[config.mk]
export PLATFORM = sky130hd
export DESIGN_NAME = jux_axi_rd_arbiter
export DESIGN_NICKNAME = d
export VERILOG_FILES = /design/src/rtl/jux_axi_rd_arbiter.sv
export SDC_FILE = /design/constraint.sdc
export NUM_CORES = 1
export LEC_CHECK = 0
export ABC_CLOCK_PERIOD_IN_PS = 3600
export CAP_MARGIN = 10
export CORE_AREA = 4 4 161 163
export CTS_BUF_LIST = sky130_fd_sc_hd__clkbuf_8
export DETAILED_ROUTE_END_ITERATION = 8
export DIE_AREA = 0 0 165 167
export SLEW_MARGIN = 20
export SYNTH_ARGS = -nofsm -noshare
export SYNTH_HDL_FRONTEND = slang
export SYNTH_SLANG_ARGS = --single-unit
[constraint.sdc]
create_clock -name aclk -period 3.6 [get_ports aclk]
set_input_delay 0.9 -clock aclk [delete_from_list [all_inputs] [get_ports aclk]]
set_output_delay 0.9 -clock aclk [all_outputs]
set_load 0.02 [all_outputs]
[src/rtl/jux_axi_rd_arbiter.sv]
// jux_axi_rd_arbiter
//   Shares one AXI4 master read port between NUM_REQ requesters.
//   - Grants AR requests round-robin and forwards the winner's payload.
//   - Prefixes the forwarded ARID with the requester index.
//   - Routes R beats back by that index, combinationally and without buffering.
//   - Caps the outstanding bursts per requester at OUTSTD_MAX.
//
// Ports
//   aclk, aresetn            clock, asynchronous active-low reset
//   s_ar*                    packed per-requester AR channels (requester i = slice i)
//   s_rvalid / s_rready      per-requester R handshake
//   s_rid/s_rdata/s_rresp/s_rlast  shared R payload, index tag stripped from s_rid
//   m_ar*                    master AR channel, m_arid = {grant index, requester ARID}
//   m_r*                     master R channel, m_rid carries the index tag
//   err                      sticky: illegal R tag, or an rlast with no burst outstanding
module jux_axi_rd_arbiter #(
    parameter int unsigned NUM_REQ    = 4,
    parameter int unsigned IDX_W      = 2,
    parameter int unsigned ID_WIDTH   = 4,
    parameter int unsigned ADDR_WIDTH = 32,
    parameter int unsigned DATA_BITS  = 64,
    parameter int unsigned OUTSTD_MAX = 4
) (
    input  logic                             aclk,
    input  logic                             aresetn,
    input  logic [NUM_REQ-1:0]               s_arvalid,
    output logic [NUM_REQ-1:0]               s_arready,
    input  logic [NUM_REQ*ID_WIDTH-1:0]      s_arid,
    input  logic [NUM_REQ*ADDR_WIDTH-1:0]    s_araddr,
    input  logic [NUM_REQ*8-1:0]             s_arlen,
    input  logic [NUM_REQ*3-1:0]             s_arsize,
    input  logic [NUM_REQ*2-1:0]             s_arburst,
    output logic [NUM_REQ-1:0]               s_rvalid,
    input  logic [NUM_REQ-1:0]               s_rready,
    output logic [ID_WIDTH-1:0]              s_rid,
    output logic [DATA_BITS-1:0]             s_rdata,
    output logic [1:0]                       s_rresp,
    output logic                             s_rlast,
    output logic                             m_arvalid,
    input  logic                             m_arready,
    output logic [IDX_W+ID_WIDTH-1:0]        m_arid,
    output logic [ADDR_WIDTH-1:0]            m_araddr,
    output logic [7:0]                       m_arlen,
    output logic [2:0]                       m_arsize,
    output logic [1:0]                       m_arburst,
    input  logic                             m_rvalid,
    output logic                             m_rready,
    input  logic [IDX_W+ID_WIDTH-1:0]        m_rid,
    input  logic [DATA_BITS-1:0]             m_rdata,
    input  logic [1:0]                       m_rresp,
    input  logic                             m_rlast,
    output logic                             err
);

    localparam int unsigned TID_W = IDX_W + ID_WIDTH;

    typedef enum logic {
        ST_IDLE,
        ST_GRANT
    } state_e;

    state_e                   state_q, state_d;
    logic [IDX_W-1:0]         gnt_q, gnt_d;
    logic [IDX_W-1:0]         rr_ptr_q, rr_ptr_d;
    logic [NUM_REQ-1:0][3:0]  cnt_q, cnt_d;
    logic                     err_q, err_d;

    logic [NUM_REQ-1:0]       eligible;
    logic                     pick_valid;
    logic [IDX_W-1:0]         pick_idx;
    logic [IDX_W:0]           pick_pos;
    logic                     ar_hs;

    logic [IDX_W-1:0]         r_tag;
    logic [NUM_REQ-1:0]       r_sel;
    logic                     r_legal;
    logic                     rlast_hs;

    // Eligibility uses the registered count, so a slot freed by an rlast
    // becomes usable on the following IDLE evaluation.
    always_comb begin
        for (int unsigned i = 0; i < NUM_REQ; i++) begin
            eligible[i] = s_arvalid[i] && (cnt_q[i] < 4'(OUTSTD_MAX));
        end
    end

    // Round-robin search starting just after rr_ptr. Each candidate position is
    // formed with one-extra-bit arithmetic and a single wrap, then matched
    // against constant indices so no variable bit-select is needed.
    always_comb begin
        pick_valid = 1'b0;
        pick_idx   = '0;
        pick_pos   = '0;
        for (int unsigned k = 1; k <= NUM_REQ; k++) begin
            pick_pos = {1'b0, rr_ptr_q} + (IDX_W+1)'(k);
            if (pick_pos >= (IDX_W+1)'(NUM_REQ)) begin
                pick_pos = pick_pos - (IDX_W+1)'(NUM_REQ);
            end
            for (int unsigned i = 0; i < NUM_REQ; i++) begin
                if (!pick_valid && pick_pos == (IDX_W+1)'(i) && eligible[i]) begin
                    pick_valid = 1'b1;
                    pick_idx   = IDX_W'(i);
                end
            end
        end
    end

    assign ar_hs = (state_q == ST_GRANT) && m_arready;

    // AR FSM next state
    always_comb begin
        state_d  = state_q;
        gnt_d    = gnt_q;
        rr_ptr_d = rr_ptr_q;
        case (state_q)
            ST_IDLE: begin
                if (pick_valid) begin
                    gnt_d   = pick_idx;
                    state_d = ST_GRANT;
                end
            end
            ST_GRANT: begin
                // The grant is held until the handshake, even if the requester
                // withdraws its arvalid.
                if (m_arready) begin
                    rr_ptr_d = gnt_q;
                    state_d  = ST_IDLE;
                end
            end
            default: state_d = ST_IDLE;
        endcase
    end

    // AR outputs: payload is a plain mux of the granted slice
    always_comb begin
        m_arvalid = (state_q == ST_GRANT);
        s_arready = '0;
        m_arid    = '0;
        m_araddr  = '0;
        m_arlen   = '0;
        m_arsize  = '0;
        m_arburst = '0;
        for (int unsigned i = 0; i < NUM_REQ; i++) begin
            if (gnt_q == IDX_W'(i)) begin
                s_arready[i] = (state_q == ST_GRANT) && m_arready;
                m_arid       = {gnt_q, s_arid[i*ID_WIDTH +: ID_WIDTH]};
                m_araddr     = s_araddr[i*ADDR_WIDTH +: ADDR_WIDTH];
                m_arlen      = s_arlen[i*8 +: 8];
                m_arsize     = s_arsize[i*3 +: 3];
                m_arburst    = s_arburst[i*2 +: 2];
            end
        end
    end

    // R path: route by the tag; an out-of-range tag matches no requester and
    // is sunk with m_rready held high.
    assign r_tag = m_rid[TID_W-1:ID_WIDTH];

    always_comb begin
        r_sel = '0;
        for (int unsigned i = 0; i < NUM_REQ; i++) begin
            r_sel[i] = (r_tag == IDX_W'(i));
        end
    end

    assign r_legal  = |r_sel;
    assign s_rvalid = m_rvalid ? r_sel : '0;
    assign m_rready = m_rvalid && (r_legal ? |(s_rready & r_sel) : 1'b1);
    assign rlast_hs = m_rvalid && m_rready && m_rlast;
    assign s_rid    = m_rid[ID_WIDTH-1:0];
    assign s_rdata  = m_rdata;
    assign s_rresp  = m_rresp;
    assign s_rlast  = m_rlast;

    // Outstanding counters and sticky error
    always_comb begin
        cnt_d = cnt_q;
        err_d = err_q;
        if (m_rvalid && !r_legal) begin
            err_d = 1'b1;
        end
        for (int unsigned i = 0; i < NUM_REQ; i++) begin
            if (ar_hs && gnt_q == IDX_W'(i) && !(rlast_hs && r_sel[i])) begin
                cnt_d[i] = cnt_q[i] + 4'd1;
            end else if (rlast_hs && r_sel[i] && !(ar_hs && gnt_q == IDX_W'(i))) begin
                if (cnt_q[i] == 4'd0) begin
                    err_d = 1'b1;
                end else begin
                    cnt_d[i] = cnt_q[i] - 4'd1;
                end
            end
        end
    end

    assign err = err_q;

    always_ff @(posedge aclk or negedge aresetn) begin
        if (!aresetn) begin
            state_q  <= ST_IDLE;
            gnt_q    <= '0;
            rr_ptr_q <= IDX_W'(NUM_REQ - 1);
            cnt_q    <= '0;
            err_q    <= 1'b0;
        end else begin
            state_q  <= state_d;
            gnt_q    <= gnt_d;
            rr_ptr_q <= rr_ptr_d;
            cnt_q    <= cnt_d;
            err_q    <= err_d;
        end
    end

endmodule

==> impl_results.md, run 1 <==
- Status: finished clean
- Synth warnings: 0
- Root buf cell: clkbuf_8
- FFs w/ async S/R, synth: 1.000
- R2R Setup Slk: 0.91 ns
- Starting Density: 0.1394
- Layout Cells excl Fill: 855
- Crit path cell chain: clkdlybuf4s50_1 > mux4_2 > and2_1 > clkdlybuf4s50_1
- CP Data Required Time: 2.70 ns
- Largest cells by area after synthesis: mux4_2, buf_4, dfrtp_1
- CP endpoint: m_rready
- Worst setup SP type: input port
- Max Cap Violations: 0
- Setup ws final: 0.08170 ns
- Global route overflow: 0
- Min Tclk post-route: 3.518 ns
- PortBufs: 273
- Routed vias: 3425
- H-Tree Level Count: 1
- Unrepaired setup endpoints after global routing: false
- Placed Instances: 851
- Pins Over Slew Limit: 0
- Critical R2R Capture: cnt_q[11]
- Synth Area per Inst: 10.83 µm²
- Clk_skew: 0.002770 ns
- Die Width: 165 µm
- Die area: 0.02756 mm²
- Synth cell types: 42
- Main synth FF type: dfrtp_1
- Num ports: 414
- CP startpoint: m_rid[4]
- Synth Cell Area: 0.003390 mm²
- Core Box Area: 0.02432 mm²
- Top cells by count, synth: buf_4, mux4_2, nand2_1
- DR DRC count: 0
- RePlAce Congestion: 0.8598
- Worst stage delay on the critical path: 0.55 ns
- Final hold viol count: 0
- Clk_lat worst skew: 0.26 ns
- Max frequency: 284.2 MHz
- Initial antenna violation count: 0
- Num CTS Buffers: 3
- First-pass GRT wire length: 23200 µm
- Vias in the first global route: 3563
- Worst Tran Pin Value: 0.4029 ns
- Max-slew headroom at the worst pin: 0.7276
- # rows: 57
- Cell taking the most area after synthesis: mux4_2
- WL/cell: 19.73 µm
- Chip height: 167 µm
- Critical path's slowest cell: clkdlybuf4s50_1
- Yosys top cell area share: 0.3322
- Most frequent CP cell: clkdlybuf4s50_1
- Drt total wl: 16870 µm
- Total leakage power: 2.295 nW
- Clock buffer depth: 2
- Post-synth EDFFs: 0
- Share of the yosys chip area belonging to registers: 0.1632
- Gate Count Post-Synth: 313
- Tightest Hold Check Type: flop to flop
- Tot GR Track Use: 0.1124
- Clk sink count: 22
- Post-Syn Nets: 614
- Peak supply drop: 0.2200 mV
- Pre-CTS WS: -0.1439 ns
- Detailed Routing Iterations Pass 1: 4
- Seq cells post-synth: 22
- Critical path fanouts, max: 2
- Area grow syn2layout: 83.91%
- Via/cell ratio: 4.006
- Antenna cells: 0
- Worst reg2reg path depth: 11
- Critical path class: input port to output port
- Clk slew on worst S/H paths: 0.08 ns
- Data arrival, critical path: 2.62 ns
- Detail Placement HPWL: 15130 µm
- Pin count of the biggest net entering global routing: 32
- Starting DRT DRC Count: 138
- CTS tree: built
- Worst r2r src: gnt_q[1]
- Most frequent cell after synthesis: buf_4
- Endpoints failing setup: 0
- Share of cells above drive strength 1: 0.1827
- Worst setup EP type: output port
- Final period util: 0.9773
- Antenna viol nets, final: 0
- Pwr Density: 602.2 mW/mm²
- Setup Fix Bufs, Post-CTS: 0
- NumNets Final: 833
-- layout by cell type, fill, tap and decap left out, types with 3 or more instances in the layout --
cell type / Yosys / final
xnor2_1: 8 / 8
o21ai_1: 9 / 9
or3b_1: 4 / 4
a21o_1: 8 / 8
mux2_1: 4 / 4
fa_1: 4 / 4
dfrtp_1: 20 / 18
nand2_1: 25 / 25
or4_1: 4 / 4
mux4_2: 50 / 50
nor2_1: 9 / 9
o41ai_1: 4 / 4
clkbuf_8: 0 / 3
a21oi_1: 4 / 4
ha_1: 16 / 14
a211oi_1: 4 / 4
clkdlybuf4s50_1: 0 / 273
or2_2: 4 / 4
nand3_1: 3 / 3
nor2b_1: 5 / 5
buf_4: 71 / 27
a221oi_1: 4 / 4
inv_1: 10 / 11
-- layer usage --
metal / track usage / up-vias / wire (µm)
met5: 0 / - / 0
met4: 0.007957 / 0 / 32
met3: 0.04671 / 4 / 2034
met2: 0.1923 / 220 / 8096
met1: 0.1376 / 1654 / 6705
li1: - / 1547 / -
-- cell families after synthesis --
logic type               after synthesis  synth area share
buffers and inverters                100            0.1923
AND/OR/NAND/NOR                       67            0.1048
multiplexers                          55            0.3488
AO/OA/AOI/OAI                         41           0.08749
flip-flops                            22            0.1632
adder cells (fa/ha/maj)               20           0.08269
XOR/XNOR                               8           0.02067
-- where the power goes --
group | switching [mW] | total [mW] | internal [mW]
clock | 0.0867 | 0.163 | 0.0762
combinational | 1.37 | 3.04 | 1.67
sequential | 0.174 | 0.550 | 0.377
total | 1.63 | 3.75 | 2.13
-- how the worst min path moves through the flow --
stage | from | endpoint | cells after the start
6_report | rr_ptr_q[0] | rr_ptr_q[0] | 2
5_1_grt | rr_ptr_q[0] | rr_ptr_q[0] | 2
4_1_cts | rr_ptr_q[0] | rr_ptr_q[0] | 2
3_5_place_dp | rr_ptr_q[0] | rr_ptr_q[0] | 2
3_3_place_gp | rr_ptr_q[0] | rr_ptr_q[0] | 2
2_1_floorplan | rr_ptr_q[1] | rr_ptr_q[1] | 2
-- layout make-up --
type / count / area, µm²
clock inverter: 1 / 3.754
fill: 2540 / 18090
sequential: 22 / 558.0
inverter: 12 / 45.04
timing repair buffer: 302 / 2975
multi-input combinational: 191 / 2205
tap: 324 / 405.4
clock buffer: 3 / 41.29
-- stage by stage --
stage / total power, mW / utilization / instance area (µm²) / TNS, ns / hold slack, ns
5_1_grt: 4.039 / 0.2563 / 6233 / 0 / 0.5053
4_1_cts: 3.815 / 0.2555 / 6213 / 0 / 0.4954
3_3_place_gp: 3.620 / 0.2536 / 6168 / -0.2948 / 0.4807
6_report: 3.754 / 0.2563 / 6233 / 0 / 0.4958
3_5_place_dp: 3.642 / 0.2536 / 6168 / -0.5912 / 0.4845
2_1_floorplan: 2.395 / - / 3390 / 0 / 0.4634
-- timing repair --
| item | CTS | global route |
|---|---|---|
| hold buffers | 0 | 0 |
| resized for setup | 0 | 5 |
| endpoints found under the setup margin | 0 | 2 |
-- flip-flops by register name (all words and copies together) (netlist names) --
name / cells
gnt_q: 2
m_arvalid: 1
cnt_q: 16
err: 1
rr_ptr_q: 2
-- critical path: cells and delay by family --
family,cells,cell delay (ns)
and+or+nand+nor,1,0.17
buffers and inverters,2,1.05
muxes,1,0.51
Power figures use the tool's default switching activity.
==> run 2: changes to the inputs <==
Settings changed: CAP_MARGIN 10 to not set, CORE_AREA 4 4 161 163 to 2 2 159 161, DIE_AREA 0 0 165 167 to 0 0 161 163.
==> impl_results.md, run 2 (synthesis results as in run 1) <==
- Status: finished clean
- Final hold viol count: 0
- Finished Cell Area: 0.006256 mm²
- H-Tree Level Count: 1
- Vias in the first global route: 3663
- Clk slew on worst S/H paths: 0.08 ns
- Pwr Density: 611.4 mW/mm²
- CP Data Required Time: 2.70 ns
- Clk sink count: 22
- Final period util: 0.9685
- Num ports: 414
- Chip height: 163 µm
- Worst Tran Pin Value: 0.6592 ns
- Max Cap Violations: 0
- Num CTS Buffers: 3
- Die Width: 161 µm
- Placed instance area: 0.006188 mm²
- Total leakage power: 2.303 nW
- Largest register FFs: 16
- Root buf cell: clkbuf_8
- Critical path class: input port to output port
- Clock buffer depth: 2
- Share of cells above drive strength 1: 0.1830
- Area grow syn2layout: 84.57%
- Critical path fanouts, max: 1
- Tot GR Track Use: 0.1384
- Detail Placement HPWL: 17050 µm
- Global route overflow: 0
- Drt total wl: 18910 µm
- Top reg by flops: cnt_q
- Min Tclk post-route: 3.487 ns
- PortBufs: 273
- Final Util: 0.2536
- DR DRC count: 0
- Unrepaired setup endpoints after global routing: false
- Max frequency: 286.8 MHz
- Most frequent cells in the layout: clkdlybuf4s50_1, mux4_2, buf_4
- Starting Density: 0.1374
- Via/cell ratio: 3.972
- Most common cell after layout, fill and taps aside: clkdlybuf4s50_1
- Top flop regs: cnt_q (16), gnt_q (2), rr_ptr_q (2)
- Worst setup SP type: input port
- WL/cell: 21.89 µm
- Layout Cells excl Fill: 864
- NumNets Final: 833
- CTS tree: built
- Clk_skew: 0.004885 ns
- # rows: 58
- Antenna viol nets, final: 0
- Hold buffers post-CTS: 0
- Data arrival, critical path: 2.59 ns
- Pins Over Slew Limit: 0
- Starting DRT DRC Count: 156
- Setup TNS: 0 ns
- Tightest Hold Check Type: flop to flop
- Pin count of the biggest net entering global routing: 25
- Detailed Routing Iterations Pass 1: 4
- Initial antenna violation count: 5
- Placed Instances: 857
- Endpoints failing setup: 0
- Setup Fix Bufs, Post-CTS: 0
- Peak supply drop: 0.2808 mV
- Die area: 0.02624 mm²
- RePlAce Congestion: 0.8728
- Core Box Area: 0.02467 mm²
- Routed vias: 3432
- Worst setup EP type: output port
- Clk_lat worst skew: 0.26 ns
- First-pass GRT wire length: 25900 µm
- Max-slew headroom at the worst pin: 0.5591
run 2: cell count changes in the layout (fill, tap and decap cells not counted), sizes merged:
cell / change
diode: +4
clkdlybuf4s50: -1
dlymetal6s2s: +1
inv: -1
run 2: area by class of cell:
cell class	count	area, µm²
fillers	2637	18420
repair buffers	302	2990
multi-input cells	191	2198
flip-flops and latches	22	558.0
well taps	330	412.9
inverters	12	45.04
clock buffers	3	41.29
diodes	4	10.01
run 2: final timing paths:
kind / depth (start not counted) / slack [ns] / start / end
max in group asynchronous: 2 / 1.89 / aresetn / rr_ptr_q[0]
min in group asynchronous: 1 / 1.04 / aresetn / cnt_q[2]
max: 3 / 0.11 / s_arlen[11] / m_arlen[3]
min reg2reg: 2 / 0.49 / rr_ptr_q[0] / rr_ptr_q[0]
min: 2 / 0.49 / rr_ptr_q[0] / rr_ptr_q[0]
max reg2reg: 9 / 1.10 / gnt_q[0] / cnt_q[15]
run 2: layer usage:
| layer | share of wire | global-route usage |
|---|---|---|
| met1 | 0.42 | 0.1750 |
| met2 | 0.43 | 0.2083 |
| met3 | 0.14 | 0.07487 |
| met4 | 0.011 | 0.02151 |
| met5 | 0.0013 | 0.03220 |
run 2: where the power goes:
part	internal (mW)	switching [mW]	leakage [nW]
Sequential	0.375	0.261	0.249
Combinational	1.69	1.34	2.03
Clock	0.0747	0.0833	0.0216
run 2: metrics by stage:
| stage | hold slack (ns) | worst slack [ns] | power, mW |
|---|---|---|---|
| global placement | 0.4841 | -0.1205 | 3.677 |
| finish | 0.4929 | 0.1135 | 3.825 |
| global route | 0.5307 | 0.06382 | 4.101 |
| detailed placement | 0.4834 | -0.1343 | 3.701 |
| floorplan | 0.4634 | 0.2869 | 2.395 |
| CTS | 0.4953 | 0.07343 | 3.870 |
run 2: critical path, stage by stage:
cell and delay, ns:
clkdlybuf4s50_1 0.50, mux4_2 0.49, clkdlybuf4s50_1 0.69
run 2: what timing repair did:
item,in CTS,in global routing
endpoints found under the setup margin,0,1
resized for setup,0,4
endpoints found under the hold margin,0,0
==> run 3: changes to the inputs <==
Settings changed: SKIP_LAST_GASP set to 1.
==> results of run 3 <==
No change in the layout: final DEF, timing and power equal those of run 2.
